==> src/rtl/cvxif_result_arbiter_if.sv <==
// Result-channel bundle between the execution units, the arbiter and the core.
// master = arbiter side, slave = units/core side.
interface cvxif_result_arbiter_if #(
  parameter int NumReq    = 4,
  parameter int IdWidth   = 3,
  parameter int DataWidth = 64
);
  logic [NumReq-1:0]           req_valid;
  logic [NumReq-1:0]           req_ready;
  logic [NumReq*IdWidth-1:0]   req_id;
  logic [NumReq*DataWidth-1:0] req_data;
  logic [NumReq*5-1:0]         req_rd;
  logic [NumReq-1:0]           req_we;
  logic                        result_valid;
  logic                        result_ready;
  logic [IdWidth-1:0]          result_id;
  logic [DataWidth-1:0]        result_data;
  logic [4:0]                  result_rd;
  logic                        result_we;

  modport master (
    input  req_valid, req_id, req_data, req_rd, req_we, result_ready,
    output req_ready, result_valid, result_id, result_data, result_rd,
    output result_we
  );

  modport slave (
    output req_valid, req_id, req_data, req_rd, req_we, result_ready,
    input  req_ready, result_valid, result_id, result_data, result_rd,
    input  result_we
  );
endinterface

==> src/rtl/cvxif_result_arbiter.sv <==
// Round-robin arbiter for the CV-X-IF result channel with commit/kill scoreboard.
// Optional stall counter enabled by defining CVXIF_ARB_PERF_EN.
module cvxif_result_arbiter #(
  parameter int NumReq    = 4,
  parameter int IdWidth   = 3,
  parameter int DataWidth = 64
) (
  input  logic               clk_i,
  input  logic               rst_i,
  cvxif_result_arbiter_if.master bus,
  input  logic               commit_valid_i,
  input  logic [IdWidth-1:0] commit_id_i,
  input  logic               commit_kill_i,
  output logic               drop_o,
  output logic [31:0]        perf_stall_o
);
  localparam int NumIds = 2 ** IdWidth;
  localparam int PtrW   = (NumReq > 1) ? $clog2(NumReq) : 1;

  logic [NumIds-1:0]    committed_q, committed_d;
  logic [NumIds-1:0]    killed_q, killed_d;
  logic [PtrW-1:0]      ptr_q, ptr_d;
  logic                 valid_q;
  logic                 we_q;
  logic [IdWidth-1:0]   id_q;
  logic [DataWidth-1:0] data_q;
  logic [4:0]           rd_q;

  logic [IdWidth-1:0]   id_w [NumReq];
  logic [NumReq-1:0]    elig;
  logic [NumReq-1:0]    drop;
  logic [PtrW-1:0]      idx;
  logic [PtrW-1:0]      win;
  logic                 found;
  logic                 grant;
  logic                 hs;

  // Per-unit id unpack, eligibility and kill detection
  always_comb begin
    for (int i = 0; i < NumReq; i++) begin
      id_w[i] = bus.req_id[i*IdWidth +: IdWidth];
      elig[i] = bus.req_valid[i] & committed_q[id_w[i]]
              & ~killed_q[id_w[i]];
      drop[i] = bus.req_valid[i] & killed_q[id_w[i]] & ~rst_i;
    end
  end

  // Round-robin search starting at the pointer
  always_comb begin
    found = 1'b0;
    win   = '0;
    idx   = '0;
    for (int k = 0; k < NumReq; k++) begin
      idx = PtrW'((int'(ptr_q) + k) % NumReq);
      if (!found && elig[idx]) begin
        found = 1'b1;
        win   = idx;
      end
    end
  end

  assign hs    = valid_q & bus.result_ready;
  assign grant = found & (~valid_q | bus.result_ready) & ~rst_i;

  // Consume handshake: grant winner, drop killed results
  always_comb begin
    bus.req_ready = drop;
    if (grant) bus.req_ready[win] = 1'b1;
  end

  assign drop_o = |drop;

  // Scoreboard next state; commit/kill set wins over a same-id clear
  always_comb begin
    committed_d = committed_q;
    killed_d    = killed_q;
    if (hs) begin
      committed_d[id_q] = 1'b0;
      killed_d[id_q]    = 1'b0;
    end
    for (int i = 0; i < NumReq; i++) begin
      if (drop[i]) begin
        committed_d[id_w[i]] = 1'b0;
        killed_d[id_w[i]]    = 1'b0;
      end
    end
    if (commit_valid_i) begin
      if (commit_kill_i) killed_d[commit_id_i] = 1'b1;
      else               committed_d[commit_id_i] = 1'b1;
    end
  end

  // Pointer moves past the granted unit only
  always_comb begin
    ptr_d = ptr_q;
    if (grant) begin
      ptr_d = (win == PtrW'(NumReq - 1)) ? '0 : win + 1'b1;
    end
  end

  // Scoreboard, pointer and output register
  always_ff @(posedge clk_i) begin
    if (rst_i) begin
      committed_q <= '0;
      killed_q    <= '0;
      ptr_q       <= '0;
      valid_q     <= 1'b0;
      we_q        <= 1'b0;
      id_q        <= '0;
      data_q      <= '0;
      rd_q        <= '0;
    end else begin
      committed_q <= committed_d;
      killed_q    <= killed_d;
      ptr_q       <= ptr_d;
      if (grant) begin
        valid_q <= 1'b1;
        we_q    <= bus.req_we[win];
        id_q    <= id_w[win];
        data_q  <= bus.req_data[win*DataWidth +: DataWidth];
        rd_q    <= bus.req_rd[win*5 +: 5];
      end else if (hs) begin
        valid_q <= 1'b0;
        we_q    <= 1'b0;
      end
    end
  end

  assign bus.result_valid = valid_q;
  assign bus.result_we    = we_q;
  assign bus.result_id    = id_q;
  assign bus.result_data  = data_q;
  assign bus.result_rd    = rd_q;

`ifdef CVXIF_ARB_PERF_EN
  logic [31:0] stall_q;

  // Saturating count of backpressured cycles
  always_ff @(posedge clk_i) begin
    if (rst_i) begin
      stall_q <= '0;
    end else if (valid_q && !bus.result_ready && stall_q != 32'hFFFF_FFFF) begin
      stall_q <= stall_q + 32'd1;
    end
  end

  assign perf_stall_o = stall_q;
`else
  assign perf_stall_o = '0;
`endif

  // Two pending requesters must never carry the same id
  always_ff @(posedge clk_i) begin
    if (!rst_i) begin
      for (int i = 0; i < NumReq; i++) begin
        for (int j = i + 1; j < NumReq; j++) begin
          assert (!(bus.req_valid[i] && bus.req_valid[j]
                    && id_w[i] == id_w[j]));
        end
      end
    end
  end
endmodule

==> src/flat_wrapper.sv <==
// flat-port wrapper written by rule: the top's interface ports become plain ports
module cvxif_result_arbiter_flat 
#(
  parameter int NumReq    = 4,
  parameter int IdWidth   = 3,
  parameter int DataWidth = 64
)
  (clk_i, rst_i, commit_valid_i, commit_id_i, commit_kill_i, drop_o, perf_stall_o, bus_req_valid, bus_req_id, bus_req_data, bus_req_rd, bus_req_we, bus_result_ready, bus_req_ready, bus_result_valid, bus_result_id, bus_result_data, bus_result_rd, bus_result_we);
  cvxif_result_arbiter_if #(.NumReq(NumReq), .IdWidth(IdWidth), .DataWidth(DataWidth)) bus_i ();
  input  logic clk_i;
  input  logic rst_i;
  input  logic commit_valid_i;
  input  logic [IdWidth-1:0] commit_id_i;
  input  logic commit_kill_i;
  output logic drop_o;
  output logic [31:0] perf_stall_o;
  input wire logic [$bits(bus_i.req_valid)-1:0] bus_req_valid;
  input wire logic [$bits(bus_i.req_id)-1:0] bus_req_id;
  input wire logic [$bits(bus_i.req_data)-1:0] bus_req_data;
  input wire logic [$bits(bus_i.req_rd)-1:0] bus_req_rd;
  input wire logic [$bits(bus_i.req_we)-1:0] bus_req_we;
  input wire logic [$bits(bus_i.result_ready)-1:0] bus_result_ready;
  output wire logic [$bits(bus_i.req_ready)-1:0] bus_req_ready;
  output wire logic [$bits(bus_i.result_valid)-1:0] bus_result_valid;
  output wire logic [$bits(bus_i.result_id)-1:0] bus_result_id;
  output wire logic [$bits(bus_i.result_data)-1:0] bus_result_data;
  output wire logic [$bits(bus_i.result_rd)-1:0] bus_result_rd;
  output wire logic [$bits(bus_i.result_we)-1:0] bus_result_we;
  assign bus_i.req_valid = bus_req_valid;
  assign bus_i.req_id = bus_req_id;
  assign bus_i.req_data = bus_req_data;
  assign bus_i.req_rd = bus_req_rd;
  assign bus_i.req_we = bus_req_we;
  assign bus_i.result_ready = bus_result_ready;
  assign bus_req_ready = bus_i.req_ready;
  assign bus_result_valid = bus_i.result_valid;
  assign bus_result_id = bus_i.result_id;
  assign bus_result_data = bus_i.result_data;
  assign bus_result_rd = bus_i.result_rd;
  assign bus_result_we = bus_i.result_we;
  cvxif_result_arbiter #(.NumReq(NumReq), .IdWidth(IdWidth), .DataWidth(DataWidth)) u_core (.clk_i(clk_i), .rst_i(rst_i), .bus(bus_i), .commit_valid_i(commit_valid_i), .commit_id_i(commit_id_i), .commit_kill_i(commit_kill_i), .drop_o(drop_o), .perf_stall_o(perf_stall_o));
endmodule
==> config.mk <==
export PLATFORM = sky130hd
export DESIGN_NAME = cvxif_result_arbiter_flat
export DESIGN_NICKNAME = d
export VERILOG_FILES = /design/src/rtl/cvxif_result_arbiter_if.sv /design/src/rtl/cvxif_result_arbiter.sv /design/src/flat_wrapper.sv
export SDC_FILE = /design/constraint.sdc
export NUM_CORES = 1
export LEC_CHECK = 0
export BUFFER_PORTS_ARGS = -buffer_cell sky130_fd_sc_hd__buf_4
export CAP_MARGIN = 10
export CELL_PAD_IN_SITES_DETAIL_PLACEMENT = 1
export CELL_PAD_IN_SITES_GLOBAL_PLACEMENT = 1
export CORE_ASPECT_RATIO = 0.5
export CORE_MARGIN = 2
export CORE_UTILIZATION = 23
export CTS_CLUSTER_SIZE = 40
export DETAILED_ROUTE_END_ITERATION = 16
export GPL_TIMING_DRIVEN = 0
export PLACE_DENSITY = 0.66
export SYNTH_ARGS = -nofsm -noshare
export SYNTH_HDL_FRONTEND = slang
export SYNTH_SLANG_ARGS = --single-unit
==> constraint.sdc <==
create_clock -name clk_i -period 9 [get_ports clk_i]
set_input_delay 1.8 -clock clk_i [delete_from_list [all_inputs] [get_ports clk_i]]
set_output_delay 1.8 -clock clk_i [all_outputs]
set_load 0.02 [all_outputs]
==> results.yml, run 1 <==
synth:
  async_flop_share_pct: 0
  most_area_hungry_cell_type_in_the_yosys_netlist: "sky130_fd_sc_hd__dfxtp_1"
  synth_cell_types: 59
  synth-main-ff-cell: "sky130_fd_sc_hd__dfxtp_1"
  synthesis.instances: 773
  synth-seq-cells: 92
  cells_taking_the_most_area_after_synthesis: "sky130_fd_sc_hd__dfxtp_1 27%, sky130_fd_sc_hd__mux2_4 11%, sky130_fd_sc_hd__a221o_1 8.5%"
  synth.yosys.seq_area_share_pct: 26.6
  synthesis.area_mm2: 0.00692
  yosysTopAreaCellShare_pct: 26.6
  post_synth_edffs: 0
  synth-warning-count: 0
  synth_area_per_cell_um2: 8.95
pwr:
  pwr-share-comb_pct: 29.6
  power-per-cell-area_mw_per_mm2: 117
  internal-power_w: 0.000870
  ir_worst_vdd_mv: 0.0911
  switchingPower_w: 0.000374
  p_leak_nw: 5.06
  share_clk_of_total_power_pct: 33.8
  share_seq_of_total_power_pct: 36.6
  switching_share_pct: 30.1
grt:
  grt_pass1_vias: 8195
  antenna_violations_before_repair: 1
  wire_length_of_the_first_global_routing_pass_um: 51300
  gr-usage-all-layers_pct: 21.3
  grt_max_degree: 15
  grt_overflow_total: 0
worst_setup_path:
  slowest_delay_ns: 0.56
  cp.buffers_inverters: 7
  startpoint_to_endpoint_class_of_the_critical_path: "input port to output pin"
  timing.critical_path.fanout_max: 11
  cp_cell_sequence: "buf_4, buf_2, a31oi_1, mux4_2, nand2b_1, o311ai_4, nor2_8, inv_4, buf_6, buf_6, ha_1, inv_1, o21ai_0, buf_4"
  setup.worst_path.start_class: "input port"
  end_kind: "output pin"
  cell_with_the_largest_stage_delay_on_the_worst_path: "sky130_fd_sc_hd__o311ai_4"
  crit_arrival_ns: 4.99
  crit_required_ns: 7.20
  critPathTopFamily: "buffers and inverters"
die:
  die_h_um: 127
  row_count: 44
  io-pin-count: 415
  die_area_mm2: 0.0316
  core_region_area_mm2: 0.0293
  start_util_pct: 23.6
  die_width_um: 249
routing:
  drt_first_iter_violations: 599
  detailed_route_via_count: 7994
  wl_per_cell_um: 21.9
  final_antenna_net_count: 0
  remaining_drc_errors: 0
  drt_wl_total_um: 34700
  number_of_detailed_routing_iterations_run_before_antenna_repair: 6
  detail_route.vias_per_cell: 5.05
timing:
  tightestPinTransition_ns: 0.718
  final_min_period_over_clock_period_pct: 75.4
  max-slew-margin-rel_pct: 52.0
  setup_violations: 0
  setup_repair_after_global_routing_missed_its_margin: "false"
  finalWorstPathRequiredPeriod_ns: 6.79
  clock_skew_after_layout_ns: 0.00851
  timing.final.hold_violations: 0
  final.setup.tns_ns: 0
  drv_slew: 0
  timing.fmax_ghz: 0.147
cts:
  h-tree-depth: 3
  cts_setup_buffers: 0
  worstSkewPairLatency_ns: 0.38
  clk_transition_reported_paths_ns: 0.07
  ctsLongestPathBuffers: 2
  post_cts_hold_buffer_count: 0
  post_cts.resized_instances: 0
  tritoncts: "built"
  clock_sinks: 92
  tritoncts.num_buffers: 9
  root_buffer: "sky130_fd_sc_hd__clkbuf_16"
cells_and_area:
  layout.nets: 1497
  area_growth_pct: 53.8
  insertedDiodeCount: 0
  layout-drive-gt1-share_pct: 45.0
  final_area_mm2: 0.0106
placement:
  globalplace.congestion: 0.894
  place.port_buffers: 374
  dpl.hpwl_um: 28100
  placement.cell_area_mm2: 0.0103
run:
  max_cap_viol_count: 0
worst_hold_path:
  holdCritPathClass: "flip-flop to flip-flop"
outcome:
  outcome: "completed"
stage by stage:
| step | utilization, % | hold WS (ns) | power, W | setup WS (ns) | instances |
|---|---|---|---|---|---|
| after floorplan | - | 0.468 | 0.000635 | 2.73 | 804 |
| after global placement | 35.3 | 0.449 | 0.000823 | 2.19 | 1569 |
| after detailed placement | 35.3 | 0.456 | 0.000830 | 2.21 | 1569 |
| after CTS | 36.3 | 0.473 | 0.00125 | 2.20 | 1584 |
| after global routing | 36.3 | 0.486 | 0.00129 | 2.06 | 1584 |
| final | 36.3 | 0.471 | 0.00124 | 2.21 | 1584 |
layout make-up:
| type | count | area [um2] |
|---|---|---|
| fillers | 3503 | 18700 |
| clock inverters | 5 | 77.6 |
| well taps | 391 | 489 |
| multi-input cells | 588 | 4480 |
| plain buffers | 108 | 649 |
| inverters | 16 | 62.6 |
| repair buffers | 374 | 2810 |
| clock buffers | 10 | 229 |
| flip-flops and latches | 92 | 1840 |
Yosys cell counts, drive strengths merged (4+ instances only):
library cell,number
mux2i,31
a32oi,4
buf,68
nor2,30
nor4,6
a21oi,61
ha,4
nand2b,8
mux4,14
nor2b,7
clkbuf,40
a31oi,4
a211o,14
o21ai,70
and3,6
nand2,17
a221o,59
dfxtp,92
nor3,44
nand3,62
nor3b,10
inv,16
a22oi,10
mux2,61
nand3b,5
cells in the final DEF (no fill, tap or decap), types with 5 or more instances in the layout:
| cell | n |
|---|---|
| sky130_fd_sc_hd__a22oi_1 | 10 |
| sky130_fd_sc_hd__mux4_2 | 14 |
| sky130_fd_sc_hd__o21ai_0 | 66 |
| sky130_fd_sc_hd__nor3_1 | 43 |
| sky130_fd_sc_hd__and3_1 | 5 |
| sky130_fd_sc_hd__nor2_1 | 29 |
| sky130_fd_sc_hd__buf_6 | 11 |
| sky130_fd_sc_hd__dfxtp_1 | 92 |
| sky130_fd_sc_hd__buf_2 | 21 |
| sky130_fd_sc_hd__mux2_1 | 8 |
| sky130_fd_sc_hd__nand3_1 | 62 |
| sky130_fd_sc_hd__nand2b_1 | 7 |
| sky130_fd_sc_hd__a221o_1 | 59 |
| sky130_fd_sc_hd__buf_4 | 410 |
| sky130_fd_sc_hd__nor3b_1 | 8 |
| sky130_fd_sc_hd__conb_1 | 32 |
| sky130_fd_sc_hd__nor2b_1 | 7 |
| sky130_fd_sc_hd__inv_1 | 14 |
| sky130_fd_sc_hd__nor4_1 | 6 |
| sky130_fd_sc_hd__a21oi_1 | 61 |
| sky130_fd_sc_hd__nand2_1 | 17 |
| sky130_fd_sc_hd__mux2_4 | 50 |
| sky130_fd_sc_hd__mux2i_1 | 31 |
| sky130_fd_sc_hd__nand3b_1 | 5 |
| sky130_fd_sc_hd__clkbuf_1 | 41 |
| sky130_fd_sc_hd__a211o_1 | 14 |
| sky130_fd_sc_hd__clkbuf_16 | 9 |
state kept, by name, indices dropped and copies added (netlist names):
signal and count:
u_core.bus.result_data 64, u_core.committed_q 8, u_core.killed_q 8, u_core.bus.result_rd 5, u_core.bus.result_id 3, u_core.ptr_q 2
u_core.bus.result_valid 1, u_core.bus.result_we 1
cells by family (layout without fill, tap and decap cells):
family | count (synthesis) | count (layout) | share of synthesized area, %
other | 1 | 32 | 0.0542
buffers and inverters | 124 | 513 | 10.3
adders and majority gates | 4 | 4 | 0.724
muxes | 106 | 106 | 21.7
DFF | 92 | 92 | 26.6
and+or+nand+nor | 203 | 203 | 15.8
AOI/OAI and AO/OA | 243 | 243 | 24.8
power by group through the flow:
stage               sequential (W)  combinational, W  clock [W]
finish                    0.000455          0.000368   0.000421
CTS                       0.000454          0.000368   0.000432
floorplan                 0.000488          0.000147          0
detailed placement        0.000463          0.000366          0
global route              0.000457          0.000391   0.000443
global placement          0.000462          0.000361          0
worst reg2reg max path, cell delays in order (launching register included):
cell and delay, ns:
sky130_fd_sc_hd__dfxtp_1 0.43, sky130_fd_sc_hd__nor3b_1 0.26, sky130_fd_sc_hd__a31oi_1 0.07, sky130_fd_sc_hd__mux4_2 0.54, sky130_fd_sc_hd__nand2b_1 0.23, sky130_fd_sc_hd__o311ai_4 0.56
sky130_fd_sc_hd__buf_2 0.35, sky130_fd_sc_hd__clkbuf_1 0.38, sky130_fd_sc_hd__o21ai_0 0.15, sky130_fd_sc_hd__a21oi_1 0.22, sky130_fd_sc_hd__a221o_1 0.14
worst paths after layout:
kind | from | to | slack [ns] | cells after the start
worst max register to register | u_core.committed_q[2] | u_core.bus.result_data[5] | 5.63 | 10
worst max-delay path | bus_req_id[8] | bus_req_ready[2] | 2.21 | 14
worst min-delay path | u_core.bus.result_data[13] | u_core.bus.result_data[13] | 0.47 | 1
worst min register to register | u_core.bus.result_data[13] | u_core.bus.result_data[13] | 0.47 | 1
routing by layer:
layer | vias to the layer above | global-route usage (%) | routed length, um | part of all wire, %
li1 | 3735 | - | - | -
met1 | 4007 | 26.0 | 14500 | 42
met2 | 213 | 39.4 | 18300 | 53
met3 | 39 | 3.28 | 1260 | 3.6
met4 | 0 | 5.35 | 636 | 1.8
met5 | - | 0 | 0 | 0
Note: power is estimated with default switching activity, not from simulation.
==> run 2, diff against run 1 <==
--- a/config.mk
+++ b/config.mk
@@ -15,7 +15,7 @@
 export CTS_CLUSTER_SIZE = 40
 export DETAILED_ROUTE_END_ITERATION = 16
 export GPL_TIMING_DRIVEN = 0
-export PLACE_DENSITY = 0.66
+export PLACE_DENSITY = 0.68
 export SYNTH_ARGS = -nofsm -noshare
 export SYNTH_HDL_FRONTEND = slang
 export SYNTH_SLANG_ARGS = --single-unit
==> constraint.sdc (replaced) <==
create_clock -name clk_i -period 5.85 [get_ports clk_i]
set_input_delay 1.17 -clock clk_i [delete_from_list [all_inputs] [get_ports clk_i]]
set_output_delay 1.17 -clock clk_i [all_outputs]
set_load 0.02 [all_outputs]
==> results.yml, run 2 (synthesis results as in run 1) <==
placement:
  dpl.hpwl_um: 28200
  placement.cell_area_mm2: 0.0103
  pre_cts_ws_ns: 0.280
  place.port_buffers: 374
  globalplace.congestion: 0.895
routing:
  drt_first_iter_violations: 553
  detailed_route_via_count: 7982
  number_of_detailed_routing_iterations_run_before_antenna_repair: 5
  wl_per_cell_um: 21.8
  drt_wl_total_um: 34600
  final_antenna_net_count: 0
  remaining_drc_errors: 0
  detail_route.vias_per_cell: 5.03
worst_hold_path:
  worst_hold_startpoint: "u_core.bus.result_data[23]"
  holdCritPathClass: "flip-flop to flip-flop"
  min_delay_worst_endpoint: "u_core.bus.result_data[23]"
  holdPathStages: 1
pwr:
  ir_worst_vdd_mv: 0.111
  p_leak_nw: 5.08
  power-per-cell-area_mw_per_mm2: 185
timing:
  drv_slew: 0
  setup_repair_after_global_routing_missed_its_margin: "false"
  setup_violations: 0
  tightestPinTransition_ns: 0.745
  max-slew-margin-rel_pct: 50.0
  final_min_period_over_clock_period_pct: 95.0
  timing.final.hold_violations: 0
  finalWorstPathRequiredPeriod_ns: 5.56
  final.setup.tns_ns: 0
  post-route-worst-setup-slack_ns: 0.294
  timing.fmax_ghz: 0.180
  clock_skew_after_layout_ns: 0.00994
  timing.hold.ws_ns: 0.474
worst_setup_path:
  timing.critical_path.fanout_max: 11
  end_kind: "output pin"
  setup.worst_path.start_class: "input port"
  crit_required_ns: 4.68
  crit-reg2reg-capture: "u_core.bus.result_we"
  reg2regPathDepth: 9
  register_to_register_setup_slack_ns: 2.51
  crit_arrival_ns: 4.39
  startpoint_to_endpoint_class_of_the_critical_path: "input port to output pin"
  critical_r2r_launch: "u_core.committed_q[7]"
cells_and_area:
  area_growth_pct: 54.5
  layout.nets: 1497
  layout-drive-gt1-share_pct: 45.1
  multi_input_comb_area_mm2: 0.00448
  largest_register_ffs: 64
  layout_commonest_cell: "sky130_fd_sc_hd__buf_4"
  finalCoreUtilization_pct: 36.5
  final_area_mm2: 0.0107
  layout_common_cells: "410 x sky130_fd_sc_hd__buf_4, 92 x sky130_fd_sc_hd__dfxtp_1, 66 x sky130_fd_sc_hd__o21ai_0, 62 x sky130_fd_sc_hd__nand3_1, 61 x sky130_fd_sc_hd__a21oi_1"
  fillers: 3518
  seqCellArea_mm2: 0.00184
cts:
  tritoncts: "built"
  post_cts_hold_buffer_count: 0
  clk_transition_reported_paths_ns: 0.07
  h-tree-depth: 3
  tritoncts.num_buffers: 9
  cts_setup_buffers: 0
  post_cts.resized_instances: 0
  root_buffer: "sky130_fd_sc_hd__clkbuf_16"
  clock_sinks: 92
  worstSkewPairLatency_ns: 0.37
  ctsLongestPathBuffers: 2
run:
  max_cap_viol_count: 0
outcome:
  outcome: "completed"
grt:
  antenna_violations_before_repair: 2
  grt_pass1_vias: 8460
  gr-usage-all-layers_pct: 21.2
  grt_max_degree: 17
  wire_length_of_the_first_global_routing_pass_um: 51400
  grt_overflow_total: 0
die:
  start_util_pct: 23.6
  core_region_area_mm2: 0.0293
  die_h_um: 127
  io-pin-count: 415
  row_count: 44
  die_area_mm2: 0.0316
  die_width_um: 249
## run 2: power breakdown
| group | switching (W) | total [W] | internal (W) |
|---|---|---|---|
| Combinational | 0.000268 | 0.000568 | 0.000300 |
| Clock | 0.000285 | 0.000705 | 0.000420 |
| Sequential | 0.0000313 | 0.000699 | 0.000668 |
## run 2: layer usage
layer / vias to the layer above / GRT usage (%) / share of wire (%) / wire (um)
met5: - / 0 / 0 / 0
li1: 3737 / - / - / -
met4: 0 / 7.55 / 3.1 / 1070
met1: 3985 / 25.5 / 41 / 14300
met3: 57 / 3.51 / 3.9 / 1330
met2: 203 / 38.4 / 52 / 17900
## run 2: how the worst max path moves through the flow
| stage | start | endpoint | slack (ns) | cells after the start |
|---|---|---|---|---|
| CTS | bus_req_id[8] | bus_req_ready[2] | 0.27 | 14 |
| detailed placement | bus_req_id[8] | bus_req_ready[2] | 0.28 | 14 |
| global placement | bus_req_id[8] | bus_req_ready[2] | 0.30 | 14 |
| finish | bus_req_id[8] | bus_req_ready[2] | 0.29 | 14 |
| global route | bus_req_id[8] | bus_req_ready[2] | 0.11 | 14 |
| floorplan | bus_req_id[0] | bus_req_ready[0] | 0.84 | 14 |
## run 2: critical path, stage by stage
cell,delay (ns)
sky130_fd_sc_hd__buf_4,0.13
sky130_fd_sc_hd__buf_2,0.26
sky130_fd_sc_hd__a31oi_1,0.12
sky130_fd_sc_hd__mux4_2,0.56
sky130_fd_sc_hd__nand2b_1,0.24
sky130_fd_sc_hd__o311ai_4,0.51
sky130_fd_sc_hd__nor2_8,0.05
sky130_fd_sc_hd__inv_4,0.20
sky130_fd_sc_hd__buf_6,0.19
sky130_fd_sc_hd__buf_6,0.16
sky130_fd_sc_hd__ha_1,0.15
sky130_fd_sc_hd__inv_1,0.03
sky130_fd_sc_hd__o21ai_0,0.37
sky130_fd_sc_hd__buf_4,0.23
## run 2: stage by stage
stage	total power [W]	cells
finish	0.00197	1587
CTS	0.00199	1585
detailed placement	0.00128	1569
global route	0.00206	1587
global placement	0.00127	1569
floorplan	0.000977	804
## run 2: area by class of cell
cell class	instances	area share [%]
Multi-Input combinational cell	588	41.9
Timing Repair Buffer	374	26.3
Sequential cell	92	17.2
Buffer	108	6.08
Tap cell	391	4.58
Clock buffer	9	2.11
Clock inverter	7	1.15
Inverter	16	0.586
Antenna cell	2	0.0469
